--- src/rtl/aes_round_scheduler.sv ---
// Slot-ring scheduler for an iterative AES-128 round loop: admits, recirculates
// and retires blocks, and drains ciphertext into a credit-protected output FIFO.
module aes_round_scheduler #(
  parameter int NSTAGE    = 6,
  parameter int NROUNDS   = 10,
  parameter int OUT_DEPTH = 8,
  parameter int TAG_W     = 4,
  localparam int PTR_W    = (NSTAGE > 1) ? $clog2(NSTAGE) : 1,
  localparam int CNT_W    = $clog2(OUT_DEPTH + NSTAGE + 1),
  localparam int AW       = (OUT_DEPTH > 1) ? $clog2(OUT_DEPTH) : 1
) (
  input  logic              clock,
  input  logic              reset,
  input  logic              in_valid,
  output logic              in_ready,
  input  logic [127:0]      in_data,
  input  logic [127:0]      in_key,
  input  logic [TAG_W-1:0]  in_tag,
  input  logic [127:0]      loop_data_in,
  input  logic [127:0]      loop_key_in,
  output logic              issue_valid,
  output logic [127:0]      issue_data,
  output logic [127:0]      issue_key,
  output logic [7:0]        issue_rcon,
  output logic [3:0]        issue_round,
  output logic              issue_last,
  output logic              out_valid,
  input  logic              out_ready,
  output logic [127:0]      out_data,
  output logic [TAG_W-1:0]  out_tag,
  output logic [PTR_W-1:0]  dbg_ptr,
  output logic [CNT_W-1:0]  dbg_inflight,
  output logic [CNT_W-1:0]  dbg_fifo_count
);
  // Handshakes: a transfer happens on a rising edge where valid && ready are both
  // high; in_ready never depends on in_valid, and out_valid/out_data never depend on out_ready.
  localparam logic [3:0] NR = 4'(NROUNDS);

  logic [PTR_W-1:0]       r_ptr;
  logic                   r_occ [NSTAGE];
  logic [3:0]             r_rnd [NSTAGE];
  logic [TAG_W-1:0]       r_tag [NSTAGE];
  logic [CNT_W-1:0]       r_inflight;
  logic [CNT_W-1:0]       r_count;
  logic [AW-1:0]          r_wr;
  logic [AW-1:0]          r_rd;
  logic [128+TAG_W-1:0]   r_mem [OUT_DEPTH];

  logic                   w_occ;
  logic [3:0]             w_rnd;
  logic [3:0]             w_next_rnd;
  logic                   w_complete;
  logic                   w_recirc;
  logic                   w_admit;
  logic                   w_pop;
  logic                   w_credit;
  logic [128+TAG_W-1:0]   w_head;

  function automatic logic [7:0] rcon_of(input logic [3:0] r);
    case (r)
      4'd1:    rcon_of = 8'h01;
      4'd2:    rcon_of = 8'h02;
      4'd3:    rcon_of = 8'h04;
      4'd4:    rcon_of = 8'h08;
      4'd5:    rcon_of = 8'h10;
      4'd6:    rcon_of = 8'h20;
      4'd7:    rcon_of = 8'h40;
      4'd8:    rcon_of = 8'h80;
      4'd9:    rcon_of = 8'h1B;
      4'd10:   rcon_of = 8'h36;
      default: rcon_of = 8'h00;
    endcase
  endfunction

  always_comb begin
    w_occ      = r_occ[r_ptr];
    w_rnd      = r_rnd[r_ptr];
    w_next_rnd = w_rnd + 4'd1;
    w_complete = w_occ && (w_rnd == NR);
    w_recirc   = w_occ && !w_complete;
    // Every block in flight already owns a FIFO entry, so a completion can never overflow.
    w_credit   = (r_inflight + r_count) < CNT_W'(OUT_DEPTH);
    in_ready   = (!w_occ || w_complete) && w_credit;
    w_admit    = in_valid && in_ready;
    w_head     = r_mem[r_rd];
    out_valid  = (r_count != '0);
    out_data   = out_valid ? w_head[TAG_W +: 128] : '0;
    out_tag    = out_valid ? w_head[TAG_W-1:0] : '0;
    w_pop      = out_valid && out_ready;
  end

  always_ff @(posedge clock) begin
    if (reset) begin
      r_ptr       <= '0;
      r_inflight  <= '0;
      issue_valid <= 1'b0;
      issue_data  <= '0;
      issue_key   <= '0;
      issue_rcon  <= '0;
      issue_round <= '0;
      issue_last  <= 1'b0;
      for (int i = 0; i < NSTAGE; i++) begin
        r_occ[i] <= 1'b0;
        r_rnd[i] <= '0;
        r_tag[i] <= '0;
      end
    end else begin
      r_ptr       <= (r_ptr == PTR_W'(NSTAGE - 1)) ? '0 : r_ptr + PTR_W'(1);
      issue_valid <= 1'b0;
      issue_data  <= '0;
      issue_key   <= '0;
      issue_rcon  <= '0;
      issue_round <= '0;
      issue_last  <= 1'b0;
      if (w_recirc) begin
        issue_valid    <= 1'b1;
        issue_data     <= loop_data_in;
        issue_key      <= loop_key_in;
        issue_round    <= w_next_rnd;
        issue_rcon     <= rcon_of(w_next_rnd);
        issue_last     <= (w_next_rnd == NR);
        r_rnd[r_ptr]   <= w_next_rnd;
      end else if (w_admit) begin
        issue_valid    <= 1'b1;
        issue_data     <= in_data;
        issue_key      <= in_key;
        issue_round    <= 4'd1;
        issue_rcon     <= rcon_of(4'd1);
        issue_last     <= (NR == 4'd1);
        r_occ[r_ptr]   <= 1'b1;
        r_rnd[r_ptr]   <= 4'd1;
        r_tag[r_ptr]   <= in_tag;
      end else if (w_complete) begin
        r_occ[r_ptr]   <= 1'b0;
      end
      case ({w_admit, w_complete})
        2'b10:   r_inflight <= r_inflight + CNT_W'(1);
        2'b01:   r_inflight <= r_inflight - CNT_W'(1);
        default: r_inflight <= r_inflight;
      endcase
    end
  end

  // Output FIFO; storage is not reset because reads are gated by r_count.
  always_ff @(posedge clock) begin
    if (reset) begin
      r_wr    <= '0;
      r_rd    <= '0;
      r_count <= '0;
    end else begin
      if (w_complete)
        r_wr <= (r_wr == AW'(OUT_DEPTH - 1)) ? '0 : r_wr + AW'(1);
      if (w_pop)
        r_rd <= (r_rd == AW'(OUT_DEPTH - 1)) ? '0 : r_rd + AW'(1);
      case ({w_complete, w_pop})
        2'b10:   r_count <= r_count + CNT_W'(1);
        2'b01:   r_count <= r_count - CNT_W'(1);
        default: r_count <= r_count;
      endcase
    end
  end

  always_ff @(posedge clock) begin
    if (w_complete && !reset)
      r_mem[r_wr] <= {loop_data_in, r_tag[r_ptr]};
  end

  assign dbg_ptr        = r_ptr;
  assign dbg_inflight   = r_inflight;
  assign dbg_fifo_count = r_count;

endmodule
--- config.mk ---
export PLATFORM = sky130hd
export DESIGN_NAME = aes_round_scheduler
export DESIGN_NICKNAME = d
export VERILOG_FILES = /design/src/rtl/aes_round_scheduler.sv
export SDC_FILE = /design/constraint.sdc
export NUM_CORES = 1
export LEC_CHECK = 0
export CAP_MARGIN = 20
export CORE_AREA = 2 2 361 363
export CTS_BUF_LIST = sky130_fd_sc_hd__clkbuf_16
export CTS_CLUSTER_DIAMETER = 120
export DETAILED_ROUTE_END_ITERATION = 16
export DIE_AREA = 0 0 363 365
export SYNTH_ARGS = -nofsm -noshare
export SYNTH_HDL_FRONTEND = slang
export SYNTH_SLANG_ARGS = --single-unit
export TNS_END_PERCENT = 5
--- constraint.sdc ---
create_clock -name clock -period 40.2 [get_ports clock]
set_input_delay 6.03 -clock clock [delete_from_list [all_inputs] [get_ports clock]]
set_output_delay 6.03 -clock clock [all_outputs]
set_load 0.05 [all_outputs]
**After elaboration in Yosys (flattened, before gate mapping)**

Memories as Yosys holds them, arrays and structs flattened. A register that Yosys moved wholly into a read port is not among the register bits.
Cells that the tools add are included.

- Output and inout port bits: 415
- Memory bits (read-only): 128
- Input bits: 520
- Bits in registers: 287
- Logic and storage cells: 103
- Bits in writable memories: 1110
- Memories: 5

Memory list:

| memory | words | bits a word | rd ports | clocked after Yosys merged registers in | write ports | RTL line | source |
|---|---|---|---|---|---|---|---|
| r_mem | 8 | 132 | 1 | 1 | 1 | 47 | `logic [128+TAG_W-1:0] r_mem [OUT_DEPTH];` |
| (name not given) | 16 | 8 | 1 | 0 | 0 | 60 | `case (r)` |
| r_rnd | 6 | 4 | 1 | 1 | 6 | 41 | `logic [3:0] r_rnd [NSTAGE];` |
| r_tag | 6 | 4 | 1 | 1 | 6 | 42 | `logic [TAG_W-1:0] r_tag [NSTAGE];` |
| r_occ | 6 | 1 | 1 | 1 | 6 | 40 | `logic r_occ [NSTAGE];` |

- $add $sub $neg: 9
- Equal/unequal tests: 9
- $lt $le $gt $ge: 1
- Multiplexer cells: 47
- Bitwise operators: 3
- Reductions and logical operators: 18

Operator list:

| operator | count |
|---|---|
| $mux 128 | 5 |
| $mux 3 | 10 |
| $mux 1 | 24 |
| $mux 4 | 5 |
| $pmux 4 s2 | 2 |
| $add 4x1->4 const B | 3 |
| $add 3x1->3 const B | 3 |
| $eq 3x3->1 const B | 3 |
| $eq 4x4->1 const B | 2 |
| $mux 8 | 1 |
| $reduce_or 4->1 | 2 |
| $sub 4x1->4 const B | 2 |
| $logic_and 1x1->1 | 6 |
| $add 4x4->4 | 1 |
| $eq 2x1->1 const B | 2 |
| $eq 2x2->1 const B | 2 |
| $lt 4x4->1 const B | 1 |
| $reduce_bool 2->1 | 2 |
| $reduce_bool 4->1 | 1 |
| $reduce_or 2->1 | 2 |
| $logic_not 1->1 | 3 |
| $or 1x1->1 | 2 |
| $logic_or 1x1->1 | 1 |
| $not 1->1 | 1 |
| $reduce_or 1->1 | 1 |

**Logic depth before layout (Yosys ltp)**

- Depth after elaboration: 12
- Mapped depth: 17
- Depth with buffers taken out: 13

**Worst setup path after synthesis**

No wires, ideal clock.

- Path type: input-to-reg
- Start point: input reset
- End point: memory r_mem[1][0] (netlist bit), enable pin
- Stages: 3
- Buffers on the path: 2
- Library setup time: 0.993 ns
- Slack: 19.331 ns
- Arrival time: 19.876 ns
- Data required time: 39.207 ns
- Cells stage by stage: clkbuf_1 -> clkbuf_1 -> nor4b_1

- Word-level cells in the longest chain between the ends: 4

Ends and longest elaborated chain:

| item | RTL line | source |
|---|---|---|
| from (decl) | 13 | `input logic reset,` |
| $logic_not 1->1 | 164 | `if (w_complete && !reset)` |
| $logic_and 1x1->1 | 164 |  |
| $mux 1 | 164 |  |
| $mux 1 (not written as such) | 165 | `r_mem[r_wr] <= {loop_data_in, r_tag[r_ptr]};` |
| to (decl) | 47 |  |

No other way between the ends.

==> flow_metrics.env <==
export IMPL_clk_latency_ns=0.76
export IMPL_end_kind="primary output"
export IMPL_power_density_nw_per_um2=50.0
export IMPL_rows=132
export IMPL_hpwlAfterDp_um=106000
export IMPL_hp_start="r_rd[1]"
export IMPL_synth_cells=2652
export IMPL_antenna_found_initial=42
export IMPL_ys_types=43
export IMPL_final_setup_viol_count=0
export IMPL_route_detailed_drc=0
export IMPL_fin_setup_tns_ns=0
export IMPL_synth_edff_count=1128
export IMPL_wl_um=161000
export IMPL_crit_type="reg2out"
export IMPL_post_cts_resized=0
export IMPL_status="complete, no violations"
export IMPL_viasPerCell=5.41
export IMPL_worst_pin_slew_ns=1.07
export IMPL_hold_viol_final=0
export IMPL_cts_made_buffers=150
export IMPL_via_count=29400
export IMPL_max_clock_freq_mhz=84.6
export IMPL_avgSynthCellArea_sq_um=19.8
export IMPL_fin_cells=5436
export IMPL_area_growth_pct=30.4
export IMPL_r2r_cells=10
export IMPL_port_buffers=934
export IMPL_synth_seq_cells=1418
export IMPL_vdd_drop_max_mv=0.0366
export IMPL_r2r_end="issue_data[96]"
export IMPL_cts_tree="yes"
export IMPL_clk_pin_slew_ns=0.06
export IMPL_rsz0062_at_grt="no"
export IMPL_grt_overflow=0
export IMPL_syn_area_sq_um=52400
export IMPL_power_leakage_uw=0.0224
export IMPL_fp_dieW_um=363
export IMPL_slew_violations=0
export IMPL_crit_required_ns=34.17
export IMPL_start_util_pct=40.7
export IMPL_place_congestion=0.904
export IMPL_gr_usage_met1_pct=28.7
export IMPL_cts_root_buf="clkbuf_16"
export IMPL_drive_gt1_share_pct=14.8
export IMPL_synth_nets=3193
export IMPL_fillers=10300
export IMPL_crit_reg2reg_launch="dbg_ptr[0]"
export IMPL_met2_usage_pct=40.2
export IMPL_drt_iter0_drc=2448
export IMPL_grt_pass1_wl_um=223000
export IMPL_clk_path_buf_depth=3
export IMPL_cts_num_sinks=1418
export IMPL_placed_cells=5139
export IMPL_hold_buffers=0
export IMPL_ant_nets=0
export IMPL_globalRouteMet3Util_pct=5.64
export IMPL_synth_ff_type="edfxtp_1"
export IMPL_utilization_pct=53.1
export IMPL_die_h_um=365
export IMPL_grt_max_degree=161
export IMPL_busiest_layer="met2"
export IMPL_ios=935
export IMPL_synth_warnings=0
export IMPL_worst_hold_path_type="reg2reg"
export IMPL_grt_pass1_vias=30000
export IMPL_synth_seq_area_share_pct=75.7
export IMPL_dr_pass1_iters=6
export IMPL_cp_arrival_ns=5.79
export IMPL_post_drt_wl_per_cell_um=29.6
export IMPL_cp_max_fo=48
export IMPL_maxCapViolCount=0
export IMPL_critPathLaunchType="register"
export IMPL_critPathCapture="out_data[34]"
export IMPL_slew_limit_headroom_pct=28.5
export IMPL_fin_nets=4157
export IMPL_placed_cell_area_sq_um=63600
export IMPL_period_needed_ns=11.82
export IMPL_fin_crit_sh_pct=29.4
export IMPL_async_flop_share_pct=0
export IMPL_post_cts_buffers=0
export IMPL_grt_total_usage_pct=23.8
export IMPL_fp_coreArea_sq_um=129000
export IMPL_die_area_sq_um=132000
export IMPL_rrSetupSlack_ns=34.72
export IMPL_htreeDepth=4
export IMPL_final_area_sq_um=68400
export IMPL_clock_skew_ns=0.0217
final cells by class:
class	count	area, sq um	share of cell area (%)
repair buffers	983	9730	14.2
diodes	22	55.1	0.0805
flip-flops and latches	1418	39700	58.1
multi-input cells	1046	12100	17.6
clock buffers	155	3880	5.67
clock inverters	120	782	1.14
inverters	17	63.8	0.0933
well taps	1675	2100	3.07
metrics by stage:
stage	setup WS [ns]	hold slack [ns]	power [uW]
2_1_floorplan	19.33	0.454	1930
3_3_place_gp	28.93	0.459	2130
3_5_place_dp	28.96	0.480	2140
4_1_cts	28.10	0.493	3450
5_1_grt	27.81	0.514	3520
6_report	28.38	0.490	3420
Yosys cell counts, types with 6 or more instances:
master / count / share of area, %
a21oi_1: 16 / 0.15
a22o_1: 256 / 4.3
and3_1: 21 / 0.25
buf_1: 49 / 0.35
buf_2: 33 / 0.32
clkbuf_1: 88 / 0.63
dfxtp_1: 290 / 11
edfxtp_1: 1128 / 65
ha_1: 19 / 0.45
inv_1: 17 / 0.12
mux2i_1: 142 / 2.7
mux4_2: 282 / 12
nand2_1: 22 / 0.16
nand3_1: 9 / 0.086
nor2_1: 174 / 1.2
nor3_1: 19 / 0.18
nor4_1: 12 / 0.14
o21ai_0: 22 / 0.21
or3_1: 6 / 0.072
worst min-delay path by stage:
| stage | cells past startpoint | slack, ns | to |
|---|---|---|---|
| 4_1_cts | 2 | 0.49 | register |
| 3_5_place_dp | 2 | 0.48 | register |
| 2_1_floorplan | 2 | 0.45 | register |
| 6_report | 2 | 0.49 | register |
| 5_1_grt | 2 | 0.51 | register |
| 3_3_place_gp | 2 | 0.46 | register |
kinds of logic (layout without fill, tap and decap cells):
logic type	count (synthesis)	count (layout)	share of synthesized area (%)
compound gates	306	306	4.84
xor+xnor	10	10	0.167
fa+ha+maj	21	21	0.530
buf+inv	188	1275	1.44
flops	1418	1418	75.7
mux	429	429	15.0
other cells	0	22	0
simple gates	280	280	2.38
critical path, stage by stage, from the launching register on:
cell	delay, ns
dfxtp_4	0.76
buf_4	0.75
buf_4	0.85
buf_4	0.88
mux4_2	0.60
mux2i_1	0.19
nor2_1	0.08
clkdlybuf4s50_1	0.77
layout by cell type (no fill, tap or decap), types with 9 or more instances in the layout:
cell type	n
a21oi_1	16
a22o_1	256
and3_1	21
buf_4	46
clkbuf_16	155
clkdlybuf4s50_1	933
clkinv_1	33
clkinv_2	20
dfxtp_1	287
diode_2	22
edfxtp_1	1128
ha_1	19
inv_1	62
mux2i_1	142
mux4_2	282
nand2_1	22
nand3_1	9
nor2_1	172
nor3_1	17
nor4_1	9
o21ai_0	22
state kept, by name, summed over array words and instances (netlist names), 4 cells and up, named ones only:
| signal | cells |
|---|---|
| issue_round | 4 |
| r_tag | 32 |
| dbg_inflight | 4 |
| r_occ | 8 |
| issue_data | 128 |
| r_mem | 1056 |
| r_rnd | 32 |
| dbg_fifo_count | 4 |
| issue_key | 128 |
| issue_rcon | 8 |
where the power goes:
group	total [uW]	switching (uW)	leakage, uW	internal [uW]
Clock	1310	565	0.00246	749
Sequential	1640	13.4	0.0126	1620
Combinational	466	295	0.00731	171
layer usage:
layer / share of wire (%) / routed length [um]
met5: 0.052 / 83
met4: 5.2 / 8310
met3: 6.1 / 9740
met2: 50 / 80700
met1: 39 / 62000
Note: power is estimated with default switching activity, not from simulation.
